===== src/rtl/spi_master_ctrl.sv =====
// SPI master sequencer: serialises one {op, data} RAM command per frame on ss_n/mosi
// and captures the 8-bit MISO reply for read-data commands.
module spi_master_ctrl #(
    parameter int TURN_CYC = 2,
    parameter int GAP_CYC  = 1
) (
    input  logic       clk,
    input  logic       rst,
    input  logic       req_valid,
    output logic       req_ready,
    input  logic [1:0] req_op,
    input  logic [7:0] req_data,
    output logic       rsp_valid,
    output logic [7:0] rsp_data,
    output logic       seq_err,
    output logic       busy,
    output logic       ss_n,
    output logic       mosi,
    input  logic       miso
);

    localparam logic [1:0] OP_RADDR = 2'b10;
    localparam logic [1:0] OP_RDATA = 2'b11;

    typedef enum logic [2:0] {
        S_IDLE,
        S_CMD,
        S_SHIFT,
        S_TURN,
        S_RECV,
        S_RESP,
        S_GAP
    } state_t;

    state_t      state_q, state_d;
    logic [3:0]  cnt_q, cnt_d;
    logic [9:0]  frame_q, frame_d;
    logic [7:0]  sh_q, sh_d;
    logic [7:0]  rsp_data_q, rsp_data_d;
    logic        rd_pend_q, rd_pend_d;
    logic        seq_err_q, seq_err_d;
    logic        ss_n_q, ss_n_d;
    logic        mosi_q, mosi_d;
    logic        handshake;

    assign handshake = req_valid && (state_q == S_IDLE);

    always_ff @(posedge clk or posedge rst) begin
        if (rst) begin
            state_q    <= S_IDLE;
            cnt_q      <= 4'd0;
            frame_q    <= 10'd0;
            sh_q       <= 8'd0;
            rsp_data_q <= 8'd0;
            rd_pend_q  <= 1'b0;
            seq_err_q  <= 1'b0;
            ss_n_q     <= 1'b1;
            mosi_q     <= 1'b0;
        end else begin
            state_q    <= state_d;
            cnt_q      <= cnt_d;
            frame_q    <= frame_d;
            sh_q       <= sh_d;
            rsp_data_q <= rsp_data_d;
            rd_pend_q  <= rd_pend_d;
            seq_err_q  <= seq_err_d;
            ss_n_q     <= ss_n_d;
            mosi_q     <= mosi_d;
        end
    end

    always_comb begin
        state_d    = state_q;
        cnt_d      = cnt_q;
        frame_d    = frame_q;
        sh_d       = sh_q;
        rsp_data_d = rsp_data_q;
        rd_pend_d  = rd_pend_q;
        unique case (state_q)
            S_IDLE: begin
                // A read-data without a preceding read-address is rejected in place.
                if (handshake && !(req_op == OP_RDATA && !rd_pend_q)) begin
                    state_d = S_CMD;
                    frame_d = {req_op, req_data};
                    cnt_d   = 4'd0;
                end
            end
            S_CMD: begin
                state_d = S_SHIFT;
                cnt_d   = 4'd9;
            end
            S_SHIFT: begin
                if (cnt_q == 4'd0) begin
                    if (frame_q[9:8] == OP_RDATA) begin
                        state_d = S_TURN;
                        cnt_d   = 4'(TURN_CYC - 1);
                    end else begin
                        state_d = S_GAP;
                        cnt_d   = 4'(GAP_CYC - 1);
                    end
                end else begin
                    cnt_d = cnt_q - 4'd1;
                end
            end
            S_TURN: begin
                if (cnt_q == 4'd0) begin
                    state_d = S_RECV;
                    cnt_d   = 4'd7;
                end else begin
                    cnt_d = cnt_q - 4'd1;
                end
            end
            S_RECV: begin
                sh_d = {sh_q[6:0], miso};
                if (cnt_q == 4'd0) begin
                    state_d    = S_RESP;
                    rsp_data_d = {sh_q[6:0], miso};
                end else begin
                    cnt_d = cnt_q - 4'd1;
                end
            end
            S_RESP: begin
                state_d = S_GAP;
                cnt_d   = 4'(GAP_CYC - 1);
            end
            S_GAP: begin
                if (cnt_q == 4'd0) begin
                    state_d = S_IDLE;
                    if (frame_q[9:8] == OP_RADDR) begin
                        rd_pend_d = 1'b1;
                    end else if (frame_q[9:8] == OP_RDATA) begin
                        rd_pend_d = 1'b0;
                    end
                end else begin
                    cnt_d = cnt_q - 4'd1;
                end
            end
            default: state_d = S_IDLE;
        endcase
    end

    // Pin drivers are registered from the next state so ss_n/mosi line up with the state they belong to.
    always_comb begin
        ss_n_d    = 1'b1;
        mosi_d    = 1'b0;
        seq_err_d = handshake && (req_op == OP_RDATA) && !rd_pend_q;
        unique case (state_d)
            S_CMD: begin
                ss_n_d = 1'b0;
                mosi_d = frame_d[9];
            end
            S_SHIFT: begin
                ss_n_d = 1'b0;
                mosi_d = frame_d[cnt_d];
            end
            S_TURN, S_RECV: ss_n_d = 1'b0;
            default: ss_n_d = 1'b1;
        endcase
    end

    assign req_ready = (state_q == S_IDLE);
    assign busy      = (state_q != S_IDLE);
    assign rsp_valid = (state_q == S_RESP);
    assign rsp_data  = rsp_data_q;
    assign seq_err   = seq_err_q;
    assign ss_n      = ss_n_q;
    assign mosi      = mosi_q;

endmodule

===== config.mk =====
export PLATFORM = sky130hd
export DESIGN_NAME = spi_master_ctrl
export DESIGN_NICKNAME = d
export VERILOG_FILES = /design/src/rtl/spi_master_ctrl.sv
export SDC_FILE = /design/constraint.sdc
export NUM_CORES = 1
export LEC_CHECK = 0
export ABC_AREA = 1
export BUFFER_PORTS_ARGS = -buffer_cell sky130_fd_sc_hd__buf_2
export CAP_MARGIN = 20
export CORE_UTILIZATION = 26
export DETAILED_ROUTE_END_ITERATION = 12
export PLACE_DENSITY_LB_ADDON = 0.3
export REMOVE_ABC_BUFFERS = 1
export SYNTH_ARGS = -nofsm -noshare
export SYNTH_HDL_FRONTEND = slang
export SYNTH_SLANG_ARGS = --single-unit
export TNS_END_PERCENT = 20

===== constraint.sdc =====
create_clock -name clk -period 5.45 [get_ports clk]
set_input_delay 0.8175 -clock clk [delete_from_list [all_inputs] [get_ports clk]]
set_output_delay 0.8175 -clock clk [all_outputs]
set_load 0.01 [all_outputs]

Word-level counts from Yosys, hierarchy flattened
Cells that the tools add are included.
{ "totals": {"output_inout_bits": 14, "inputBits": 14, "reg_bits": 36} }
{ "op_classes": {"n_reduce_logical": 15, "n_addsub": 1, "n_mux": 21, "magnitude_cmp": 1, "eq_ne": 13} }
{ "ops": {"columns": ["cell", "count"], "rows": [
  ["4-bit case mux with 6 select lines", 1],
  ["3-bit case mux with 7 select lines", 1],
  ["10-bit two-way mux", 2],
  ["3-bit two-way mux", 6],
  ["4-bit two-way mux", 4],
  ["3-bit by 2-bit == test with 1-bit output (second input constant)", 4],
  ["3-bit == test (second input constant)", 4],
  ["2-bit == test (second input constant)", 3],
  ["3-bit by 1-bit == test with 1-bit output (second input constant)", 2],
  ["1-bit logical AND", 5],
  ["4-bit by 5-bit < comparator with 1-bit output (second input constant)", 1],
  ["1-bit two-way mux", 5],
  ["1-bit binary-select mux with 4-bit select", 1],
  ["4-bit logical NOT", 1],
  ["4-bit OR reduction", 1],
  ["4-bit by 1-bit subtractor with 4-bit output (second input constant)", 1],
  ["3-bit logical NOT", 1],
  ["3-bit AND reduction", 1],
  ["3-bit nonzero test", 1],
  ["1-bit logical NOT", 2],
  ["1-bit case mux with 2 select lines", 1],
  ["2-bit AND reduction", 1],
  ["2-bit nonzero test", 1],
  ["2-bit OR reduction", 1]
]} }

Logic depth before layout (Yosys ltp)
Gate-level depths: netlist of the first run.
{ "logic_depth": {"ltp_word": 9, "mapped_depth": 16, "depth_no_buf": 16} }

Worst setup path before layout of the first run
Ideal clock, no wire load.
{ "synth_timing": {"kind": "flip-flop to flip-flop", "from": "register cnt_q[0]", "to": "register mosi_q (netlist: mosi)", "n_path_buf": 0, "setup_time_ns": 0.116, "t_required_ns": 5.334, "arrival_ns": 1.923, "stages_incl_launch_ff": 17, "slack_ns": 3.411, "period_less_slack_ns": 2.039, "path_cell_list": "dfrtp_1 > inv_1 > ha_1 > nand2_4 > ha_1 > nand3_1 > nand3_1 > nor2_1 > nand2_1 > nand2_2 > nand2_2 > nand2_1 > nand3_1 > nand3_1 > nand3_1 > nand2_1 > nand2_1"} }
{ "synth_between": {"elab_chain_len": 6, "word_cells_on_any_way": 17, "classes_between": "add/sub (1); eq/ne (2); mux (13); reduce/logical (1)"} }
{ "synth_rtl": {"columns": ["element", "line", "text"], "rows": [
  ["start, declared", "36", "logic [3:0] cnt_q, cnt_d;"],
  ["start signal, assigned", "61", "cnt_q <= cnt_d;"],
  ["4-bit by 1-bit subtractor with 4-bit output / 4-bit logical NOT (equally long branches)", null, null],
  ["4-bit two-way mux, on equally long branches", null, null],
  ["4-bit case mux with 6 select lines *", "79", "unique case (state_q)"],
  ["via cnt_d[0]", "36", null],
  ["1-bit binary-select mux with 4-bit select *", "154", "mosi_d = frame_d[cnt_d];"],
  ["1-bit two-way mux (implied by the code) *", "154", null],
  ["1-bit case mux with 2 select lines *", "147", "unique case (state_d)"],
  ["via mosi_d", "43", "logic mosi_q, mosi_d;"],
  ["end signal, assigned", "68", "mosi_q <= mosi_d;"],
  ["end, declared", "43", null]
]} }
The timed path passes the listed nets; every way through them passes the cells marked *. The select of a mux whose other input is x is not followed.
A chain may end at the register's enable or synchronous reset.

Final worst setup path of the first run
Same ends and word-level chain as after synthesis.

==> out/metrics.csv, run 1 <==
metric;value;unit
status;completed;
fmaxAchievable;445;MHz
synth_area;1900;sq um
areaGrowthSynthToFinish;16.9;%
worstMarginPinSlew;519;ps
grt_max_degree;37;
pwr-share-seq;35.0;%
row_count;30;
synth-compound-area-share;8.55;%
yosysTopAreaCellShare;46.0;%
ys_types;33;
synth_top_family_by_area;simple AND/OR/NAND/NOR gates;
critPathRequiredTime;5630;ps
drt.antenna.violating_nets;0;
drive_above_1_share;25.8;%
postCtsHoldBufs;0;
internal_power;0.000753;W
setup_ws;3210;ps
synth_xor_area_share;0.460;%
setup_viol;0;
yosys.area.top_type;dfrtp_1;
rrSetupSlack;3210;ps
post_cts_buffers;0;
rsz0062_at_grt;no;
postCtsResizedCells;0;
fin_setup_tns;0;ps
start_util;27.4;%
worst_setup_path_end_kind;flip-flop;
route.detailed.drc;0;
routed_wl;3940;um
grt_pass1_wl;6710;um
grt_pass1_vias;1475;
synth-seq-cells;36;
synthArstFlopShare;100;%
hold_viol;0;
fin_skew;3.32;ps
die-area;7670;sq um
vias;1516;
synthAdderAreaFrac;1.31;%
cp_max_fo;7;
fillers;763;
clock_latency;290;ps
placeableCoreArea;6940;sq um
cts_sinks;36;
start_kind;flip-flop;
yosys_warnings;0;
numCtsBuffers;5;
grt-ovfl-total;0;
firstDrtPassIters;4;
detail_route.wl_per_cell;11.1;um
drt_iter0_drc;109;
ys_seq_area_share;47.4;%
place_ws;3150;ps
final_nets;275;
via_per_inst;4.26;
dpl-instance-area;2120;sq um
die_w;87.6;um
yosys-top-cells-count;nand2_1, dfrtp_1, inv_1;
maxCapViolCount;0;
p_per_area;608;nW/um^2
muxShareOfSynthArea;0.526;%
p_leak;1.16;nW
die_h;87.6;um
io_pins;28;
clockBufferDepth;2;
clockRootBuffer;clkbuf_8;
dpl.hpwl;2920;um
slew_violations;0;
power_frac_clock;17.0;%
cts_tree;built;
synthSimpleGateAreaFrac;32.8;%
min_period;2240;ps
netlist_instances;230;
design_area;2220;sq um
antenna_found_initial;0;
synth_area_leaders;dfrtp_1, nand2_1, nand3_1;
switching_share;44.3;%
min_from;rsp_data[7];
worstHoldPathType;flip-flop to flip-flop;
cp-startpoint;cnt_q[0];
antenna_cells;0;
synth_edf_count;0;
place_congestion;0.874;
path_clk_slew;70;ps
syn_area_per_cell;8.27;sq um
switchingPower;0.000600;W
reg2reg_from;cnt_q[0];
peakVddDrop;247;uV
synth_flop_cell;dfrtp_1;
place.port_buffers;27;
finalCritPeriodShare;41.2;%
htreeDepth;2;
combPwrFrac;48.0;%
yosysMostFrequentCell;nand2_1;
path_class;flip-flop to flip-flop;
cp_data_arrival_time;2430;ps
slew_headroom;65.4;%
track_usage;11.6;%
==> layer usage <==
metal | vias up | wire (um) | GRT usage, %
met1 | 682 | 1910 | 14.7
met5 | - | 0 | 0
met3 | 11 | 173 | 3.11
met4 | 0 | 97 | 5.22
li1 | 792 | - | -
met2 | 31 | 1750 | 18.5
==> kinds of logic (layout without fill, tap and decap cells) <==
logic type	count (synthesis)	after routing
mux	1	1
flops	36	36
buf+inv	37	67
compound gates	29	29
simple gates	124	124
fa+ha+maj	2	2
xor+xnor	1	1
==> worst max-delay path: stages (launching register included) <==
cell and delay, ps:
dfrtp_1 440, inv_1 110, ha_1 280, nand2_4 120, ha_1 280, nand3_1 80
nand3_1 80, nor2_1 80, nand2_1 60, nand2_2 110, nand2_2 100, nand2_1 70
nand3_1 60, nand3_1 90, nand3_1 70, nand2_1 60, nand2_1 40
==> through the flow <==
step                hold slack, ps  total power (W)  std cells  utilization (%)
finish                         466          0.00135        356             32.0
global route                   494          0.00150        356             32.0
CTS                            473          0.00137        356             32.0
detailed placement             454          0.00113        348             30.5
global placement               454          0.00112        348             30.5
floorplan                      438         0.000962        224                -
==> sequential cells by signal, summed over array words and instances (netlist names) <==
register and count:
rd_pend_q 1, frame_q 10, mosi 1, cnt_q 4
rsp_data 8, seq_err 1, ss_n 1, sh_q 7
state_q 3
==> placed cells by master, fill, tap and decap left out, drive strengths merged, types with 2 or more instances in the layout <==
master	n
nor2	18
inv	31
ha	2
nand4	2
a21oi	3
buf	28
nand2	74
nand3	24
nor3	4
o21ai	22
or2	2
dfrtp	35
clkbuf	6
==> final timing paths <==
| path | end | cells past startpoint |
|---|---|---|
| hold / removal | rsp_data[7] | 2 |
| max in group asynchronous | ss_n | 3 |
| setup / recovery | mosi | 16 |
| hold reg to reg | rsp_data[7] | 2 |
| setup reg to reg | mosi | 16 |
| min in group asynchronous | rsp_data[1] | 3 |
==> power by group through the flow <==
stage / registers (W) / logic (W) / clock network, W
6_report: 0.000473 / 0.000649 / 0.000230
3_3_place_gp: 0.000478 / 0.000642 / 0
2_1_floorplan: 0.000476 / 0.000486 / 0
5_1_grt: 0.000490 / 0.000753 / 0.000253
4_1_cts: 0.000475 / 0.000658 / 0.000239
3_5_place_dp: 0.000479 / 0.000653 / 0
==> layout make-up <==
cell class,instances,area [sq um],share of cell area (%)
Sequential cell,36,902,40.6
Multi-Input combinational cell,157,831,37.3
Timing Repair Buffer,28,143,6.41
Inverter,31,121,5.46
Tap cell,96,120,5.40
Clock buffer,6,72.6,3.26
Clock inverter,2,35.0,1.57
Power figures use the tool's default switching activity.
==> run 2, diff against run 1 <==
==> constraint.sdc (replaced) <==
create_clock -name clk -period 2 [get_ports clk]
set_input_delay 0.3 -clock clk [delete_from_list [all_inputs] [get_ports clk]]
set_output_delay 0.3 -clock clk [all_outputs]
set_load 0.01 [all_outputs]
==> out/metrics.csv, run 2 (synthesized netlist as in run 1, its figures left out) <==
metric;value;unit
vias;1562;
critPathMaxStageDelay;390;ps
switching_share;45.0;%
crit_slowest_cell;dfrtp_1;
place_inst;358;
numCtsBuffers;5;
peakVddDrop;545;uV
cp_num_buf_inv;3;
most-common-layout-cells;nand2_1, dfrtp_1, buf_2;
combPwrFrac;55.4;%
slew_violations;0;
antenna_cells;0;
areaGrowthSynthToFinish;25.7;%
place.port_buffers;27;
postCtsHoldBufs;0;
status;completed;
track_usage;11.6;%
cts_tree;built;
fin_setup_tns;0;ps
cp_max_fo;5;
grt_pass1_wl;6680;um
pwr-share-seq;31.3;%
reg2reg_depth;15;
fin_hold_ws;104;ps
layout.cells.most_common;nand2_1;
clockRootBuffer;clkbuf_8;
die-area;7670;sq um
final_nets;287;
antenna_found_initial;0;
setup_viol;0;
routed_wl;4040;um
slew_headroom;66.7;%
internal_power;0.00221;W
cp-startpoint;cnt_q[0];
worstMarginPinSlew;500;ps
clock_latency;290;ps
rsz0062_at_grt;yes;
critPathTopFamily;simple AND/OR/NAND/NOR gates;
path_class;flip-flop to flip-flop;
place_congestion;0.850;
worstHoldPathType;input pin to async pin;
firstDrtPassIters;4;
rrSetupSlack;60;ps
power_frac_clock;13.3;%
crit_chain;buf_4 -> buf_4 -> ha_4 -> nand3_2 -> nand3_2 -> nor2_1 -> nand2_1 -> nand2_2 -> buf_6 -> nand3_2 -> nand3_2 -> nand3_1 -> nand3_2 -> nand2_1 -> nand2_1;
drive_above_1_share;34.9;%
fin_skew;5.42;ps
hold_viol;0;
regMostFlops;frame_q;
drt_iter0_drc;53;
dpl.hpwl;2940;um
dpl-instance-area;2190;sq um
reg2reg_from;cnt_q[0];
crit_path_frequent_cell;nand3_2;
finalCritPeriodShare;97.2;%
r2r_end;mosi;
fmaxAchievable;515;MHz
grt_pass1_vias;1416;
grt-ovfl-total;0;
cts_sinks;36;
worst_setup_path_end_kind;flip-flop;
row_count;30;
critPathRequiredTime;2180;ps
die_h;87.6;um
min_period;1940;ps
p_per_area;1680;nW/um^2
path_clk_slew;70;ps
cp_num_cells;15;
drt.antenna.violating_nets;0;
cp-endpoint;mosi;
htreeDepth;2;
switchingPower;0.00181;W
start_util;27.4;%
grt_max_degree;37;
final_cells;368;
p_leak;1.24;nW
detail_route.wl_per_cell;11.0;um
route.detailed.drc;0;
largest_register_ff_count;10;
die_w;87.6;um
maxCapViolCount;0;
io_pins;28;
start_kind;flip-flop;
cp_data_arrival_time;2120;ps
design_area;2390;sq um
clockBufferDepth;2;
via_per_inst;4.24;
placeableCoreArea;6940;sq um
## run 2: changes by cell type in the layout (fill, tap and decap cells not counted), sizes merged
cell	before	now
buf	28	40
bufinv	1	0
clkbuf	6	7
clkinv	1	0
clkinvlp	0	1
## run 2: power groups by stage
stage / combinational (W) / clock [W] / sequential, W
final: 0.00222 / 0.000533 / 0.00126
after global routing: 0.00251 / 0.000603 / 0.00130
after CTS: 0.00200 / 0.000562 / 0.00125
after detailed placement: 0.00193 / 0 / 0.00126
after global placement: 0.00191 / 0 / 0.00126
after floorplan: 0.00132 / 0 / 0.00130
## run 2: metrics by stage
| stage | power (W) | utilization (%) | worst slack, ps |
|---|---|---|---|
| after CTS | 0.00381 | 33.2 | 8.62 |
| after floorplan | 0.00262 | - | -45.3 |
| final | 0.00401 | 34.5 | 57.0 |
| after global routing | 0.00441 | 34.5 | -93.8 |
| after global placement | 0.00317 | 31.6 | 38.8 |
| after detailed placement | 0.00319 | 31.6 | -28.0 |
## run 2: metal layers
layer / vias to the layer above / routed length, um / global-route usage (%)
met5: - / 0 / 0
met4: 0 / 48 / 4.92
met3: 4 / 147 / 3.77
met2: 28 / 1860 / 18.5
met1: 717 / 1980 / 14.5
li1: 813 / - / -
## run 2: worst min path at each step
stage                start          end  slack [ps]  depth (start not counted)
2_1_floorplan  req_data[2]   frame_q[2]         430                          2
3_3_place_gp           rst  rsp_data[1]         440                          3
3_5_place_dp           rst  rsp_data[1]         440                          3
4_1_cts                rst  rsp_data[1]         120                          3
5_1_grt                rst      sh_q[2]         140                          3
6_report               rst      sh_q[2]         100                          3
## run 2: what timing repair did
item                                    CTS  global route
gates cloned                              0             0
endpoints found under the setup margin    1             1
setup buffers                             1             1
pin swaps                                 2            12
resized for setup                         2            18
## run 2: final cells by class
cell class | count | area (sq um)
well taps | 96 | 120
multi-input cells | 157 | 918
fillers | 771 | 4550
clock inverters | 1 | 7.51
clock buffers | 7 | 86.3
inverters | 31 | 121
flip-flops and latches | 36 | 902
repair buffers | 40 | 236
## run 2: worst reg2reg max path, cell delays in order, from the launching register on
cell and delay, ps:
dfrtp_1 390, buf_4 130, buf_4 150, ha_4 260
nand3_2 70, nand3_2 80, nor2_1 50, nand2_1 60
nand2_2 100, buf_6 140, nand3_2 60, nand3_2 70
nand3_1 100, nand3_2 70, nand2_1 60, nand2_1 40
